**src/rtl/rv_pkg.sv**
```systemverilog
// rv_pkg: shared register-file widths, address type and writeback scheduler states.
package rv_pkg;
  localparam int XLEN = 32;
  localparam int REG_AW = 5;
  localparam int NREGS = 32;
  typedef logic [REG_AW-1:0] reg_addr_t;
  typedef enum logic {NORMAL, HOLD} wb_state_t;
endpackage

```
**src/rtl/rf_scoreboard.sv**
```systemverilog
// rf_scoreboard: busy bits and outstanding-op count for long-latency writebacks, plus decode hazard detection.
module rf_scoreboard #(
  parameter int NREGS = 32,
  parameter int MAX_OUTST = 4
) (
  input  logic              clk,
  input  logic              reset_n,
  input  logic              iss_valid,
  input  rv_pkg::reg_addr_t iss_rd,
  output logic              iss_ready,
  input  logic              lsu_grant,
  input  rv_pkg::reg_addr_t lsu_waddr,
  output logic              lsu_busy,
  input  rv_pkg::reg_addr_t dec_rs1,
  input  rv_pkg::reg_addr_t dec_rs2,
  input  rv_pkg::reg_addr_t dec_rd,
  output logic              dec_stall
);
  import rv_pkg::*;
  localparam int CW = $clog2(MAX_OUTST + 1);
  logic [NREGS-1:0] busy_q, busy_d, eff_busy;
  logic [CW-1:0]    outst_q, outst_d;
  logic             iss_acc;
  always_comb begin
    iss_ready = (outst_q < CW'(MAX_OUTST)) || lsu_grant;
    iss_acc = iss_valid && iss_ready;
    busy_d = busy_q;
    if (lsu_grant) busy_d[lsu_waddr] = 1'b0;
    if (iss_acc) busy_d[iss_rd] = 1'b1;
    busy_d[0] = 1'b0;
    outst_d = outst_q + CW'(iss_acc) - CW'(lsu_grant && outst_q != '0);
    eff_busy = busy_q & ~(lsu_grant ? (NREGS'(1) << lsu_waddr) : '0);
    dec_stall = eff_busy[dec_rs1] | eff_busy[dec_rs2] | eff_busy[dec_rd];
    lsu_busy = busy_q[lsu_waddr];
  end
  always_ff @(posedge clk or negedge reset_n)
    if (!reset_n) begin
      busy_q <= '0;
      outst_q <= '0;
    end else begin
      busy_q <= busy_d;
      outst_q <= outst_d;
    end
endmodule

```
**src/rtl/regfile_wb_sched.sv**
```systemverilog
// regfile_wb_sched: merges ALU and long-latency writebacks onto the single regfile write port,
// forcing a one-cycle pipeline hold when the long-latency unit has been starved too long.
module regfile_wb_sched #(
  parameter int XLEN = 32,
  parameter int NREGS = 32,
  parameter int STARVE_LIMIT = 4,
  parameter int MAX_OUTST = 4
) (
  input  logic              clk,
  input  logic              reset_n,
  input  logic              alu_we,
  input  rv_pkg::reg_addr_t alu_waddr,
  input  logic [XLEN-1:0]   alu_wdata,
  input  logic              lsu_valid,
  input  rv_pkg::reg_addr_t lsu_waddr,
  input  logic [XLEN-1:0]   lsu_wdata,
  output logic              lsu_ready,
  input  logic              iss_valid,
  input  rv_pkg::reg_addr_t iss_rd,
  output logic              iss_ready,
  input  rv_pkg::reg_addr_t dec_rs1,
  input  rv_pkg::reg_addr_t dec_rs2,
  input  rv_pkg::reg_addr_t dec_rd,
  output logic              dec_stall,
  output logic              pipe_hold,
  output logic              rf_we,
  output rv_pkg::reg_addr_t rf_waddr,
  output logic [XLEN-1:0]   rf_wdata,
  output logic              proto_err
);
  import rv_pkg::*;
  localparam int WW = $clog2(STARVE_LIMIT + 1);
  wb_state_t     state_q, state_d;
  logic [WW-1:0] wait_q, wait_d;
  logic          proto_err_q, proto_err_d;
  logic          alu_gnt, starve, at_limit, lsu_busy;
  always_comb begin
    pipe_hold = state_q == HOLD;
    alu_gnt = !pipe_hold && alu_we;
    lsu_ready = lsu_valid && !alu_gnt;
    rf_waddr = alu_gnt ? alu_waddr : lsu_waddr;
    rf_wdata = alu_gnt ? alu_wdata : lsu_wdata;
    rf_we = (alu_gnt || lsu_ready) && rf_waddr != '0;
    starve = !pipe_hold && lsu_valid && alu_we;
    at_limit = wait_q == WW'(STARVE_LIMIT - 1);
    state_d = (starve && at_limit) ? HOLD : NORMAL;
    wait_d = (pipe_hold || lsu_ready || (starve && at_limit)) ? '0 : starve ? wait_q + 1'b1 : wait_q;
    proto_err_d = proto_err_q | (pipe_hold && alu_we) | (lsu_ready && lsu_waddr != '0 && !lsu_busy);
    proto_err = proto_err_q;
  end
  always_ff @(posedge clk or negedge reset_n)
    if (!reset_n) begin
      state_q <= NORMAL;
      wait_q <= '0;
      proto_err_q <= 1'b0;
    end else begin
      state_q <= state_d;
      wait_q <= wait_d;
      proto_err_q <= proto_err_d;
    end
  rf_scoreboard #(.NREGS(NREGS), .MAX_OUTST(MAX_OUTST)) u_sb (
    .clk(clk), .reset_n(reset_n),
    .iss_valid(iss_valid), .iss_rd(iss_rd), .iss_ready(iss_ready),
    .lsu_grant(lsu_ready), .lsu_waddr(lsu_waddr), .lsu_busy(lsu_busy),
    .dec_rs1(dec_rs1), .dec_rs2(dec_rs2), .dec_rd(dec_rd), .dec_stall(dec_stall)
  );
endmodule

```
**config.mk**
```make
export PLATFORM = sky130hd
export DESIGN_NAME = regfile_wb_sched
export DESIGN_NICKNAME = d
export VERILOG_FILES = /design/src/rtl/rv_pkg.sv /design/src/rtl/rf_scoreboard.sv /design/src/rtl/regfile_wb_sched.sv
export SDC_FILE = /design/constraint.sdc
export NUM_CORES = 1
export LEC_CHECK = 0
export ABC_AREA = 1
export CORE_MARGIN = 10
export CORE_UTILIZATION = 41
export CTS_CLUSTER_DIAMETER = 40
export DETAILED_ROUTE_END_ITERATION = 10
export GPL_TIMING_DRIVEN = 0
export HOLD_SLACK_MARGIN = 0.06
export PLACE_DENSITY = 0.79
export SYNTH_ARGS = -nofsm -noshare
export SYNTH_HDL_FRONTEND = slang
export SYNTH_SLANG_ARGS = --single-unit
```
**constraint.sdc**
```tcl
create_clock -name clk -period 1.87 [get_ports clk]
set_input_delay 0.374 -clock clk [delete_from_list [all_inputs] [get_ports clk]]
set_output_delay 0.374 -clock clk [all_outputs]
set_load 0.005 [all_outputs]
```
=== Yosys cells after proc, flatten, opt, wreduce, memory -nomap -nowiden ===
Cells that the tools add are included.

* Register bits: 39
* Output and inout bits: 43

* Mux-type cells: 20
* Equal/unequal tests: 1
* Add/sub/neg operators: 3
* Magnitude comparators: 8
* Reductions and logical operators: 24
* Bitwise logic cells: 9
* Shift operators: 1

{| class="wikitable"
|+ Operator list
! cell !! count
|-
| 32-bit two-way mux || 4
|-
| 32-bit bitwise AND || 2
|-
| 32-bit NOT || 2
|-
| 32-bit bitwise OR || 1
|-
| 1-bit by 5-bit left shift with 32-bit output (first input constant) || 1
|-
| 5-bit by 6-bit < comparator with 1-bit output (second input constant) || 5
|-
| 1-bit binary-select mux with 5-bit select || 4
|-
| 1-bit logical AND || 13
|-
| 1-bit demux with 5-bit select || 2
|-
| 5-bit by 1-bit >= comparator with 1-bit output (second input constant) || 2
|-
| 5-bit nonzero test || 2
|-
| 1-bit two-way mux || 7
|-
| 3-bit two-way mux || 2
|-
| 5-bit two-way mux || 1
|-
| 1-bit logical OR || 4
|-
| 1-bit bitwise OR || 4
|-
| 3-bit by 1-bit adder with 3-bit output || 1
|-
| 3-bit by 1-bit adder with 3-bit output (second input constant) || 1
|-
| 3-bit by 2-bit == test with 1-bit output (second input constant) || 1
|-
| 1-bit zero test || 3
|-
| 3-bit < comparator (second input constant) || 1
|-
| 3-bit nonzero test || 1
|-
| 3-bit by 1-bit subtractor with 3-bit output || 1
|-
| 2-bit nonzero test || 1
|}

=== Depth between registers and ports, before layout ===
Gate-level depths: netlist of run 1.

* Depth in word-level cells: 11
* Depth in mapped cells: 14

=== Hierarchy ===
Synthesis of run 1 repeated with hierarchy kept, for this count alone.

* Cell total of the unflattened synthesis: 630
* Area total of the unflattened synthesis: 3594.7 um^2

{| class="wikitable"
|+ Modules (own cells, without submodules)
! module !! cells each !! seq. area each (um^2) !! area each (um^2) !! instances
|-
| rf_scoreboard || 468 || 850.8 || 2807.7 || 1
|-
| regfile_wb_sched || 162 || 125.1 || 787.0 || 1
|}

=== Worst setup path before layout of run 1 ===
Ideal clock, no wire load.

* Kind: input -> output
* Start: in lsu_waddr[2]
* End: out dec_stall
* Arrival time: 1.493 ns
* Cell stages on the path: 14
* Buffers on the path: 2
* Data required time: 1.496 ns
* Setup slack: 0.003 ns
* Cells stage by stage: buf_2 -> inv_2 -> buf_4 -> nand3_1 -> nor2_1 -> nand2_1 -> nand3_1 -> nand2_1 -> nor2_1 -> nand2_1 -> nand3_1 -> nand3_1 -> nand2_1 -> nand3_1

* Longest elaborated chain between the ends: 8
* Elaborated cells between the ends (all ways): 12
* Classes of those cells: 1 x shift; 7 x mux; 4 x bitwise

{| class="wikitable"
|+ Ends and longest elaborated chain
! item !! RTL line !! text
|-
| start: declaration || regfile_wb_sched.sv:15 || <nowiki>input rv_pkg::reg_addr_t lsu_waddr,</nowiki>
|-
| 1-bit by 5-bit left shift with 32-bit output (*) || rf_scoreboard.sv:32 || <nowiki>eff_busy = busy_q & ~(lsu_grant ? (NREGS'(1) << lsu_waddr) : '0);</nowiki>
|-
| 32-bit two-way mux (*) || rf_scoreboard.sv:32 ||
|-
| 32-bit NOT (*) || rf_scoreboard.sv:32 ||
|-
| 32-bit bitwise AND (*) || rf_scoreboard.sv:32 ||
|-
| 1-bit binary-select mux with 5-bit select || rf_scoreboard.sv:33 || <nowiki>dec_stall = eff_busy[dec_rs1] | eff_busy[dec_rs2] | eff_busy[dec_rd];</nowiki>
|-
| 1-bit two-way mux (implied by the code) || rf_scoreboard.sv:33 ||
|-
| 1-bit bitwise OR || rf_scoreboard.sv:33 ||
|-
| 1-bit bitwise OR (*) || rf_scoreboard.sv:33 ||
|-
| end: declaration || regfile_wb_sched.sv:24 || <nowiki>output logic dec_stall,</nowiki>
|}

Mark *: on every way between the ends. The rest lies on a longest branch, timed or not. The select of a mux whose other input is x is not followed.

=== Worst setup path in the final report of run 1 ===
* Start: reg state_q (netlist: pipe_hold)
* End: out dec_stall

* Longest elaborated chain between the ends: 11
* Elaborated cells between the ends (all ways): 15
* Classes of those cells: 7 x mux; 4 x bitwise; 4 x reduce/logical

{| class="wikitable"
|+ Ends and longest elaborated chain
! item !! RTL line !! text
|-
| start: declaration || regfile_wb_sched.sv:33 || <nowiki>wb_state_t state_q, state_d;</nowiki>
|-
| start signal: assignment || regfile_wb_sched.sv:57 || <nowiki>state_q <= state_d;</nowiki>
|-
| 1-bit zero test (*) || regfile_wb_sched.sv:39 || <nowiki>alu_gnt = !pipe_hold && alu_we;</nowiki>
|-
| 1-bit logical AND (*) || regfile_wb_sched.sv:39 ||
|-
| 1-bit zero test (*) || regfile_wb_sched.sv:40 || <nowiki>lsu_ready = lsu_valid && !alu_gnt;</nowiki>
|-
| 1-bit logical AND (*) || regfile_wb_sched.sv:40 ||
|-
| 32-bit two-way mux (*) || rf_scoreboard.sv:32 ||
|-
| 32-bit NOT (*) || rf_scoreboard.sv:32 ||
|-
| 32-bit bitwise AND (*) || rf_scoreboard.sv:32 ||
|-
| 1-bit binary-select mux with 5-bit select || rf_scoreboard.sv:33 ||
|-
| 1-bit two-way mux (implied by the code) || rf_scoreboard.sv:33 ||
|-
| 1-bit bitwise OR || rf_scoreboard.sv:33 ||
|-
| 1-bit bitwise OR (*) || rf_scoreboard.sv:33 ||
|}

Marks and branches as above.

==> metrics.csv, run 1 <==
metric,value,unit
vias in the first global route,5009,
register area share after synthesis,26.9,%
pre-CTS setup slack,-1430,ps
Worst VDD drop,0.778,mV
WL final,18400,um
Syn Inst Count,657,
crit-path cells,"nor2_4, nor2_4, buf_12, buf_12, nand2_8, nand3_2, nand2_1, nor2_2, nand2_2, nand3_2, nand3_2, nand2_2, nand3_2, buf_2",
post-route insts no fill,923,
Final ANT Viol Nets,0,
Tot GR Track Use,26.4,%
CTS H-tree depth,2,
Inst Count DP,898,
final max-slew violation count,0,
CP max FO,6,
critical path type,flip-flop to output pin,
Initial Util,41.9,%
final hold vios,0,
CTS max path bufs,2,
initial antenna violation count,0,
TritonCTS clock tree,yes,
pwr dens,684,nW/um^2
# diodes,0,
DR WL/cell,19.9,um
Leak,2.99,nW
Die X,114,um
crit-path max cell delay,420,ps
worst setup margin,-599,ps
Sink Count,39,
Syn Area/Cell,5.53,um^2
chip height,114,um
slowest cell on the critical path,dfrtp_2,
Crit path required time,1500,ps
core area,8680,um^2
Synth Net Count,761,
clk slew on worst S/H paths,70,ps
slew at the pin closest to its max-slew limit,879,ps
fmax,405,MHz
final setup fails,40,
Ys Warns,0,
drc violations,0,
IO Count,142,
grt ovf,0,
WP data arrival,2090,ps
largest net degree at the start of global routing,40,
drt initial violations,693,
max_cap viols,0,
cts-stage hold buffer count,0,
vias per cell,5.67,
unrepaired setup endpoints after global routing,yes,
outcome,"finished, violations left",
startpoint types,flip-flop,
first-pass GRT wire length,27400,um
Area growth syn-to-layout,70.9,%
number of I/O port buffers,133,
Most common cell on crit path,nand3_2,
Post-Syn Area,3630,um^2
final net count,918,
cts bufs inserted,5,
Final Cycle Share,132,%
synth unique cells,30,
fill count,741,
DRT Pass-1 Iters,6,
Post-DP HPWL,13800,um
die area,13000,um^2
failing checks,negative setup slack,
row count,34,
Hold Path Class,input pin to async pin,
synthesized flop and latch total,39,
routability cong.,0.966,
layout cells sized above 1,26.0,%
routed via count,5234,
root buf cell,clkbuf_8,
Max-slew headroom,41.4,%
"Clk Latency, worst-skew pair",300,ps
skew final,1.22,ps
Period minus WS final,2470,ps
critical path endpoint category,output pin,
-- final timing paths --
path | to | slack, ps | depth (start not counted) | startpoint
worst max-delay path | dec_stall | -600 | 14 | pipe_hold$_DFF_PN0_
worst min-delay path | u_sb.outst_q[2]$_DFF_PN0_ | 190 | 1 | reset_n
worst max register to register | u_sb.outst_q[2]$_DFF_PN0_ | -360 | 12 | pipe_hold$_DFF_PN0_
worst min register to register | proto_err$_DFF_PN0_ | 520 | 2 | proto_err$_DFF_PN0_
max in group asynchronous | pipe_hold$_DFF_PN0_ | 1080 | 1 | reset_n
min in group clk | proto_err$_DFF_PN0_ | 520 | 2 | proto_err$_DFF_PN0_
-- final cells by class --
class / instances / area [um^2] / area share (%)
Clock buffer: 8 / 100 / 1.61
Buffer: 18 / 175 / 2.82
Multi-Input combinational cell: 547 / 3150 / 50.8
Sequential cell: 39 / 977 / 15.7
Timing Repair Buffer: 150 / 1470 / 23.6
Inverter: 53 / 201 / 3.24
Tap cell: 108 / 135 / 2.18
-- synthesized netlist by cell type (all sizes together) --
| cell | number | area share (%) |
|---|---|---|
| a21oi | 4 | 0.55 |
| a22o | 1 | 0.24 |
| a22oi | 6 | 1.2 |
| a31oi | 3 | 0.52 |
| a32oi | 1 | 0.24 |
| a41oi | 2 | 0.48 |
| buf | 11 | 1.9 |
| clkbuf | 7 | 0.72 |
| clkinv | 1 | 0.10 |
| dfrtp | 39 | 27 |
| fa | 1 | 0.55 |
| ha | 4 | 1.4 |
| inv | 52 | 5.4 |
| nand2 | 298 | 31 |
| nand3 | 86 | 12 |
| nand4 | 1 | 0.17 |
| nor2 | 91 | 9.9 |
| nor3 | 2 | 0.28 |
| nor4 | 1 | 0.17 |
| o2111ai | 1 | 0.24 |
| o21ai | 42 | 5.8 |
| o22ai | 1 | 0.17 |
| xnor2 | 2 | 0.48 |
-- kinds of logic (layout without fill, tap and decap cells) --
logic type / Yosys count / in the layout / synth area share [%]
flops: 39 / 39 / 26.9
simple gates: 479 / 479 / 53.2
compound gates: 61 / 61 / 9.47
xor+xnor: 2 / 2 / 0.482
buf+inv: 71 / 229 / 8.09
fa+ha+maj: 5 / 5 / 1.93
-- through the flow --
stage	TNS, ps	instance area, um^2	util [%]	hold slack, ps	power (mW)
3_5_place_dp	-46180	5090	58.7	475	3.14
3_3_place_gp	-61230	5100	58.8	473	3.09
2_1_floorplan	0	3630	-	78.4	2.31
4_1_cts	-9280	5750	66.2	206	3.95
6_report	-10040	6210	71.5	189	4.25
5_1_grt	-13880	6210	71.5	243	4.49
-- registers in the layout, indices dropped and copies added (netlist names) --
signal,count
u_sb.busy_q,31
wait_q,3
u_sb.outst_q,3
proto_err,1
pipe_hold,1
-- repair_timing --
action / 4_1_cts / 5_1_grt
endpoints found under the setup margin: 46 / 61
endpoints found under the hold margin: 0 / 0
resized for setup: 180 / 131
pin swaps: 43 / 53
buffers inserted: 12 / 3
cloned: 2 / 0
-- power by group --
part           leakage, nW  internal (mW)  total [mW]  switching (mW)
sequential           0.484           1.13        1.50           0.369
clock               0.0515          0.337       0.630           0.294
combinational         2.46          0.912        2.11            1.20
-- cells in the final DEF, fill, tap and decap left out, drive strengths merged, types with 5 or more instances in the layout --
cell	count
a22oi	6
buf	33
clkbuf	17
clkdlybuf4s15	5
clkdlybuf4s50	98
dfrtp	39
dlygate4sd2	23
inv	52
nand2	298
nand3	86
nor2	91
o21ai	42
-- layer usage --
| layer | global-route usage, % | vias up | part of all wire (%) |
|---|---|---|---|
| li1 | - | 2412 | - |
| met1 | 32.3 | 2358 | 38 |
| met2 | 45.5 | 397 | 48 |
| met3 | 4.40 | 67 | 9.4 |
| met4 | 9.36 | 0 | 4.6 |
| met5 | 0 | - | 0 |
-- critical path, delay by kind of cell, from the launching register on --
| family | cells | cell delay [ps] |
|---|---|---|
| AND/OR/NAND/NOR | 11 | 940 |
| buffers and inverters | 3 | 420 |
| flip-flops | 1 | 420 |
Note: power is estimated with default switching activity, not from simulation.
==> inputs of run 2 (changes only) <==
--- a/config.mk
+++ b/config.mk
@@ -10,9 +10,9 @@
 export CORE_UTILIZATION = 41
 export CTS_CLUSTER_DIAMETER = 40
 export DETAILED_ROUTE_END_ITERATION = 10
-export GPL_TIMING_DRIVEN = 0
 export HOLD_SLACK_MARGIN = 0.06
 export PLACE_DENSITY = 0.79
+export SLEW_MARGIN = 5
 export SYNTH_ARGS = -nofsm -noshare
 export SYNTH_HDL_FRONTEND = slang
 export SYNTH_SLANG_ARGS = --single-unit
==> run 2 against run 1 <==
The flow still finishes with violations (negative setup slack). Worst setup slack better by 43 ps. Final area is 4.1% higher. Sequential cell count stayed put. Worst hold slack worse by 61 ps. Critical path depth is 1 lower. Critical path type unchanged. Routed wire length is 8.4% higher. Largest power group unchanged. Critical endpoint unchanged.
==> metrics.csv, run 2 (synthesis gave the netlist of run 1 again) <==
metric,value,unit,change
outcome,"finished, violations left",,
failing checks,negative setup slack,,
Sink Count,39,,unchanged
IO Count,142,,unchanged
final max-slew violation count,0,,unchanged
Crit path required time,1500,ps,about the same
sequential cell area,976,um^2,-0.13%
Hold Path Class,input pin to async pin,,
# diodes,0,,unchanged
cts bufs inserted,5,,unchanged
kind of cell adding the most delay to the critical path,simple AND/OR/NAND/NOR gates,,
WL final,20000,um,+8.4%
TritonCTS clock tree,yes,,
die area,13000,um^2,unchanged
Post-DP HPWL,14500,um,+5.4%
Max-slew headroom,66.5,%,+25 points
"most common cell after layout, fill and taps aside",nand2_1,,
DR WL/cell,19.6,um,-1.6%
skew final,4.90,ps,+3.68 ps
startpoint types,flip-flop,,
layout cells sized above 1,31.6,%,+5.6 points
final net count,1013,,+10%
grt ovf,0,,unchanged
CTS H-tree depth,2,,unchanged
max reg flops,31,,unchanged
clk slew on worst S/H paths,80,ps,about the same
drc violations,0,,unchanged
WP data arrival,2050,ps,-40 ps
utilization after layout,74.5,%,+2.9 points
vias per cell,5.61,,-1.1%
flop2flop setup slack,-200,ps,+160 ps
Worst Setup SP,pipe_hold$_DFF_PN0_,,
core area,8680,um^2,unchanged
pwr dens,722,nW/um^2,+5.5%
largest net degree at the start of global routing,40,,unchanged
final hold vios,0,,unchanged
slew at the pin closest to its max-slew limit,502,ps,-376 ps
initial antenna violation count,0,,unchanged
unrepaired setup endpoints after global routing,yes,,
crit-path cells,"nor2_4, nor2_4, buf_6, nand2_2, nand3_1, nand2_1, nor2_2, nand2_1, nand3_1, nand3_1, nand2_1, nand3_1, buf_2",,
Most common cell on crit path,nand3_1,,
Worst VDD drop,0.747,mV,-4.1%
root buf cell,clkbuf_8,,
critical path type,flip-flop to output pin,,
vias in the first global route,5439,,+8.6%
Die X,114,um,unchanged
Final Cycle Share,130,%,-2.3 points
drt initial violations,774,,+12%
total negative slack,-3740,ps,+6300 ps
routed via count,5704,,+9.0%
post-route cell area,6460,um^2,+4.1%
row count,34,,unchanged
fill count,687,,-7.3%
routability cong.,1.12,,+16%
area of the multi-input gates,2780,um^2,-12%
Tot GR Track Use,28.3,%,+1.9 points
most frequent cells in the layout,"nand2_1, buf_4, clkdlybuf4s50_1, nor2_1, nand3_1",,
CP Buf/Inv Count,2,,-1
Tot Pwr,4.66,mW,+9.8%
slowest cell on the critical path,dfrtp_1,,
biggest regs,"u_sb.busy_q x31, u_sb.outst_q x3, wait_q x3",,
"Clk Latency, worst-skew pair",290,ps,about the same
critical path endpoint category,output pin,,
final setup fails,29,,-28%
CP max FO,8,,+2
chip height,114,um,unchanged
Period minus WS final,2430,ps,-42.8 ps
Reg with most FFs,u_sb.busy_q,,
cts-stage hold buffer count,0,,unchanged
Area growth syn-to-layout,77.9,%,
DRT Pass-1 Iters,6,,unchanged
max_cap viols,0,,unchanged
crit-path max cell delay,440,ps,+20 ps
post-place instance area,5770,um^2,+13%
pre-CTS setup slack,-1250,ps,+178 ps
Final ANT Viol Nets,0,,unchanged
worst setup margin,-556,ps,+42.8 ps
RR Startpoint,pipe_hold$_DFF_PN0_,,
number of I/O port buffers,141,,+6.0%
R2R Path End,u_sb.outst_q[1]$_DFF_PN0_,,
Leak,3.33,nW,+11%
first-pass GRT wire length,29300,um,+7.1%
Initial Util,41.9,%,unchanged
cell count of the worst reg-to-reg path,12,,unchanged
fmax,412,MHz,+1.8%
CTS max path bufs,2,,unchanged
run 2: cell types whose count changed in the layout (fill, tap and decap cells not counted), sizes merged:
cell and delta:
buf +104, dlygate4sd2 -19, clkinv +1, clkdlybuf4s15 -1, dlymetal6s2s +1, clkdlybuf4s50 -7, clkbuf +15
run 2: worst max path at each step:
stage / to / slack [ps] / cells after the start
2_1_floorplan: dec_stall / 3 / 14
3_3_place_gp: dec_stall / -1230 / 13
3_5_place_dp: dec_stall / -1250 / 13
4_1_cts: dec_stall / -500 / 14
5_1_grt: dec_stall / -650 / 13
6_report: dec_stall / -560 / 13
run 2: where the power goes:
part	leakage (nW)	internal (mW)	switching, mW	total [mW]
registers	0.486	1.13	0.331	1.46
clock network	0.0470	0.290	0.299	0.589
logic	2.79	1.29	1.32	2.61
total	3.33	2.72	1.95	4.66
run 2: metal layers:
metal	global-route usage (%)	up-vias	part of all wire [%]
met1	33.8	2561	37
met5	0	-	0
met2	47.5	453	46
li1	-	2597	-
met4	11.6	0	5.2
met3	6.71	93	11
run 2: cell type report:
cell class	count	share of cell area [%]
Clock buffer	6	1.28
Timing Repair Buffer	263	35.3
Inverter	53	3.16
Sequential cell	39	15.1
Multi-Input combinational cell	547	43.0
Clock inverter	1	0.0774
Tap cell	108	2.09
run 2: repair_timing:
action	in CTS	in global routing
gates cloned	5	0
endpoints found under the setup margin	76	73
pin swaps	24	25
gates resized for setup	156	162
buffers inserted	19	16
run 2: worst reg2reg max path, delay by kind of cell, from the launching register on:
family,cells,cell delay [ps]
simple gates,3,270
flops,1,440
buf+inv,6,410
fa+ha+maj,3,840
run 2: stage by stage:
| stage | hold WS (ps) | cells |
|---|---|---|
| 2_1_floorplan | 78.4 | 657 |
| 3_3_place_gp | 449 | 977 |
| 3_5_place_dp | 452 | 977 |
| 4_1_cts | 145 | 1008 |
| 5_1_grt | 162 | 1017 |
| 6_report | 127 | 1017 |
==> edit 1 (settings of run 2) <==
Reset style: synchronous (`reset_n`), changed in 2 clocked blocks.
--- a/src/rtl/rf_scoreboard.sv
+++ b/src/rtl/rf_scoreboard.sv
@@ -34,5 +34,5 @@
     lsu_busy = busy_q[lsu_waddr];
   end
-  always_ff @(posedge clk or negedge reset_n)
+  always_ff @(posedge clk)
     if (!reset_n) begin
       busy_q <= '0;
--- a/src/rtl/regfile_wb_sched.sv
+++ b/src/rtl/regfile_wb_sched.sv
@@ -49,5 +49,5 @@
     proto_err = proto_err_q;
   end
-  always_ff @(posedge clk or negedge reset_n)
+  always_ff @(posedge clk)
     if (!reset_n) begin
       state_q <= NORMAL;
Behaviour: differs if reset_n is asserted again (counterexample within 4 cycles, from zero or initial values and one cycle with reset_n low); with reset_n held inactive, the same outputs for 4 cycles.
==> edit 1 against run 2 <==
- the run still ends with setup timing left
- routed wire length rose by 15%
- final area rose by 10%
- setup slack got worse by 0.017 ns
- power fell by 32%
- first-iteration DRC count rose by 2.6%
- sequential cell count did not move
- synthesized area rose by 2.3%
- global-route usage rose by 3.8 points
- critical path type unchanged
- largest cell class unchanged
- highest routed layer unchanged
==> edit 1: results (changes against run 2) <==
ys async rst share: 0% (was 100%)
Setup Viol. Count Final: 40 (was 29)
post-place setup slack: -1.27 ns (was -1.25 ns)
DP Area: 0.00628 sq mm (was 0.00577 sq mm)
Worst-Skew Late Latency: 0.31 ns (was 0.29 ns)
largest cells by area after synthesis: nand2_1 26%, dfxtp_1 21%, nand3_1 15% (was nand2_1 31%, dfrtp_1 27%, nand3_1 12%)
WP data arrival: 2.07 ns (was 2.05 ns)
Ys Warns: 0 (unchanged)
P_leak: 0.00331 uW (was 0.00333 uW)
drt first pass iters: 6 (unchanged)
largest registers: u_sb.busy_q (31), u_sb.outst_q (3), wait_q (3) (unchanged)
Clk. pwr: 768 uW (was 589 uW)
Most used DFF post-synth: dfxtp_1 (was dfrtp_1)
Initial DRC Count: 794 (was 774)
routed len/inst: 21.5 um (was 19.6 um)
sequential power: 944 uW (was 1460 uW)
CTS Root Cell: clkbuf_8 (unchanged)
Post-synth top cells: 258 x nand2_1, 108 x nand3_1, 59 x nor2_1 (was 298 x nand2_1, 88 x nor2_1, 86 x nand3_1)
worst-path fanout max: 7 (was 8)
Hold Path Class: reg2reg (was in2async)
initial antenna violation count: 0 (unchanged)
sequential share of the synthesized area: 21.0% (was 26.9%)
fraction of layout cells with a size suffix above 1: 31.7% (was 31.6%)
Reg clk slew, reported paths: 0.09 ns
via density per instance: 5.92 (was 5.61)
number of global-route vias before repair: 6297 (was 5439)
Sw Pwr: 1190 uW (was 1950 uW)
final std cells w/o fill: 1066 (was 1017)
Pwr Total: 3190 uW (was 4660 uW)
setup tns final: -7.97 ns (was -3.74 ns)
Mapped Avg Cell Area: 5.59 sq um (was 5.53 sq um)
peak supply drop: 551 uV (was 747 uV)
DRC viols: 0 (unchanged)
Worst Skew: 0.00895 ns (was 0.00490 ns)
status: complete, but fails checks (unchanged)
largest net degree at the start of global routing: 34 (was 40)
Num CTS Buffers: 5 (unchanged)
failing checks: setup timing (unchanged)
worst setup margin: -0.572 ns (was -0.556 ns)
# diodes: 0 (unchanged)
Placed Cells: 1034 (was 977)
Placer Congestion: 1.08 (was 1.12)
Total Routing Usage GR: 32.1% (was 28.3%)
worst reg2reg path depth: 12 (unchanged)
HPWL Detailed: 15900 um (was 14500 um)
I/O Buffers: 141 (unchanged)
distinct cell type count after synthesis: 41 (was 30)
Slew @ Worst Pin: 0.385 ns (was 0.502 ns)
first-pass GRT wire length: 33700 um (was 29300 um)
syn nets: 769 (was 761)
[edit 1: changes by cell type in the layout (fill, tap and decap cells not counted), moves of 27 or more]
cell / change
a21oi_1: +30
buf_4: +40
dfrtp_1: -39
dfxtp_1: +38
dlygate4sd2_1: +29
nand2_2: -27
nor2_1: -35
[edit 1: cell type report]
cell class | count | area [sq um]
clock buffer | 5 | 68.8
clock inverter | 3 | 43.8
fill | 594 | 1630
inverter | 47 | 199
multi-input combinational | 559 | 3160
sequential | 39 | 782
tap | 108 | 135
timing repair buffer | 305 | 2750
[edit 1: logic make-up after synthesis]
family	count (synthesis)	synth area share, %
buf+inv	67	7.37
flops	39	21.0
xor+xnor	2	0.471
fa+ha+maj	5	1.88
compound gates	94	15.4
simple gates	458	53.8
[edit 1: worst paths after layout]
path | from | to | slack [ns]
min | wait_q[2] | wait_q[2] | 0.47
min reg2reg | wait_q[2] | wait_q[2] | 0.47
max reg2reg | pipe_hold | u_sb.outst_q[2] | -0.20
max | pipe_hold | dec_stall | -0.57
[edit 1: per-layer routing]
layer | global-route usage (%) | vias up | routed length [um]
met1 | 33.7 | 2885 | 7860
met5 | 0 | - | 0
met4 | 21.5 | 0 | 1670
li1 | - | 2799 | -
met3 | 8.44 | 143 | 2520
met2 | 55.3 | 487 | 10800
[edit 1: worst max-delay path, stage by stage (launching register included)]
cell,delay [ns]
dfxtp_2,0.36
inv_4,0.06
a21oi_4,0.17
buf_12,0.19
nand3_4,0.09
buf_4,0.15
nand3_1,0.06
nand2_1,0.07
nor2_2,0.13
nand2_1,0.08
nand3_1,0.07
nand3_1,0.08
nand2_2,0.08
nand3_2,0.06
buf_2,0.13
[edit 1: timing repair]
item	4_1_cts	5_1_grt
pin swaps	45	28
gates cloned	3	0
setup endpoints to repair	76	50
setup buffers	17	6
resized for setup	171	46
==> edit 2 (settings of run 2) <==
Made on the original files. `XLEN` is set to 32 in 2 places; all go to 16.
--- a/src/rtl/rv_pkg.sv
+++ b/src/rtl/rv_pkg.sv
@@ -1,5 +1,5 @@
 // rv_pkg: shared register-file widths, address type and writeback scheduler states.
 package rv_pkg;
-  localparam int XLEN = 32;
+  localparam int XLEN = 16;
   localparam int REG_AW = 5;
   localparam int NREGS = 32;
--- a/src/rtl/regfile_wb_sched.sv
+++ b/src/rtl/regfile_wb_sched.sv
@@ -2,5 +2,5 @@
 // forcing a one-cycle pipeline hold when the long-latency unit has been starved too long.
 module regfile_wb_sched #(
-  parameter int XLEN = 32,
+  parameter int XLEN = 16,
   parameter int NREGS = 32,
   parameter int STARVE_LIMIT = 4,
Interface: changed (resized alu_wdata, lsu_wdata and rf_wdata); port bits go from 142 to 94. No check against the original RTL was run, so the function may have changed too.
==> edit 2 against run 2 <==
- the flow still finishes with violations (setup timing)
- routed wire length fell by 9.2%
- cell count fell by 8.0%
- sequential cell count did not move
- power rose by 8.2%
- first-iteration DRC count fell by 26%
- synthesized area fell by 4.7%
- sequential share of layout area rose by 0.42 points
- setup slack barely moved
- global-route usage fell by 3.3 points
- final area fell by 2.7%
- critical endpoint unchanged
==> edit 2: results (changes against run 2) <==
DP Area: 0.00530 sq mm (was 0.00577 sq mm)
Worst Skew: 0.00672 ns (was 0.00490 ns)
setup tns final: -6.97 ns (was -3.74 ns)
Post-CTS Resized: 111 (was 156)
Synth Area in Adders: 2.02% (was 1.93%)
Placed Cells: 900 (was 977)
P_leak: 0.00315 uW (was 0.00333 uW)
Initial DRC Count: 572 (was 774)
CTS max path bufs: 2 (unchanged)
status: complete, but fails checks (unchanged)
failing checks: setup timing (unchanged)
via count: 5279 (was 5704)
Setup Buffers After CTS: 10 (was 19)
Placer Congestion: 1.13 (was 1.12)
Worst-Skew Late Latency: 0.31 ns (was 0.29 ns)
Syn Inst Count: 606 (was 657)
first-pass GRT wire length: 25800 um (was 29300 um)
drt first pass iters: 7 (was 6)
Post-synth top cells: 246 x nand2_1, 88 x nor2_1, 86 x nand3_1 (was 298 x nand2_1, 88 x nor2_1, 86 x nand3_1)
Synth Area in Compound Gates: 9.94% (was 9.47%)
Synth Area in XOR/XNOR: 0.506% (was 0.482%)
Pwr Total: 5040 uW (was 4660 uW)
final std cells w/o fill: 936 (was 1017)
worst setup margin: -0.556 ns (about the same)
largest cells by area after synthesis: dfrtp_1 28%, nand2_1 27%, nand3_1 12% (was nand2_1 31%, dfrtp_1 27%, nand3_1 12%)
sequential share of the synthesized area: 28.2% (was 26.9%)
Setup Viol. Count Final: 49 (was 29)
combinational power: 2820 uW (was 2610 uW)
Sw Pwr: 2120 uW (was 1950 uW)
Total Routing Usage GR: 25.0% (was 28.3%)
number of global-route vias before repair: 5024 (was 5439)
Post-Route WL: 18100 um (was 20000 um)
fraction of layout cells with a size suffix above 1: 37.3% (was 31.6%)
HPWL Detailed: 12800 um (was 14500 um)
Clock Power Share: 14.6% (was 12.6%)
Slew @ Worst Pin: 0.525 ns (was 0.502 ns)
## edit 2: cell type report
class	count	area, sq um
repair buffers	232	2120
clock buffers	5	68.8
flip-flops and latches	39	976
clock inverters	3	43.8
multi-input cells	500	2750
well taps	105	131
inverters	52	200
fillers	599	1930
## edit 2: worst paths after layout
kind | start | to | slack (ns) | cells past startpoint
min in group clk | wait_q[2] | wait_q[2] | 0.54 | 2
max | pipe_hold | dec_stall | -0.56 | 13
max in group asynchronous | reset_n | u_sb.busy_q[29] | 1.01 | 2
min reg2reg | wait_q[2] | wait_q[2] | 0.54 | 2
max reg2reg | pipe_hold | u_sb.outst_q[1] | -0.28 | 13
min | reset_n | u_sb.busy_q[31] | 0.50 | 2
## edit 2: per-layer routing
layer,vias up,global-route usage [%],wire [um],share of wire [%]
met1,2415,31.9,6890,38
met2,399,39.2,8380,46
met4,0,11.8,867,4.8
li1,2399,-,-,-
met5,-,0,0,0
met3,66,5.26,1970,11
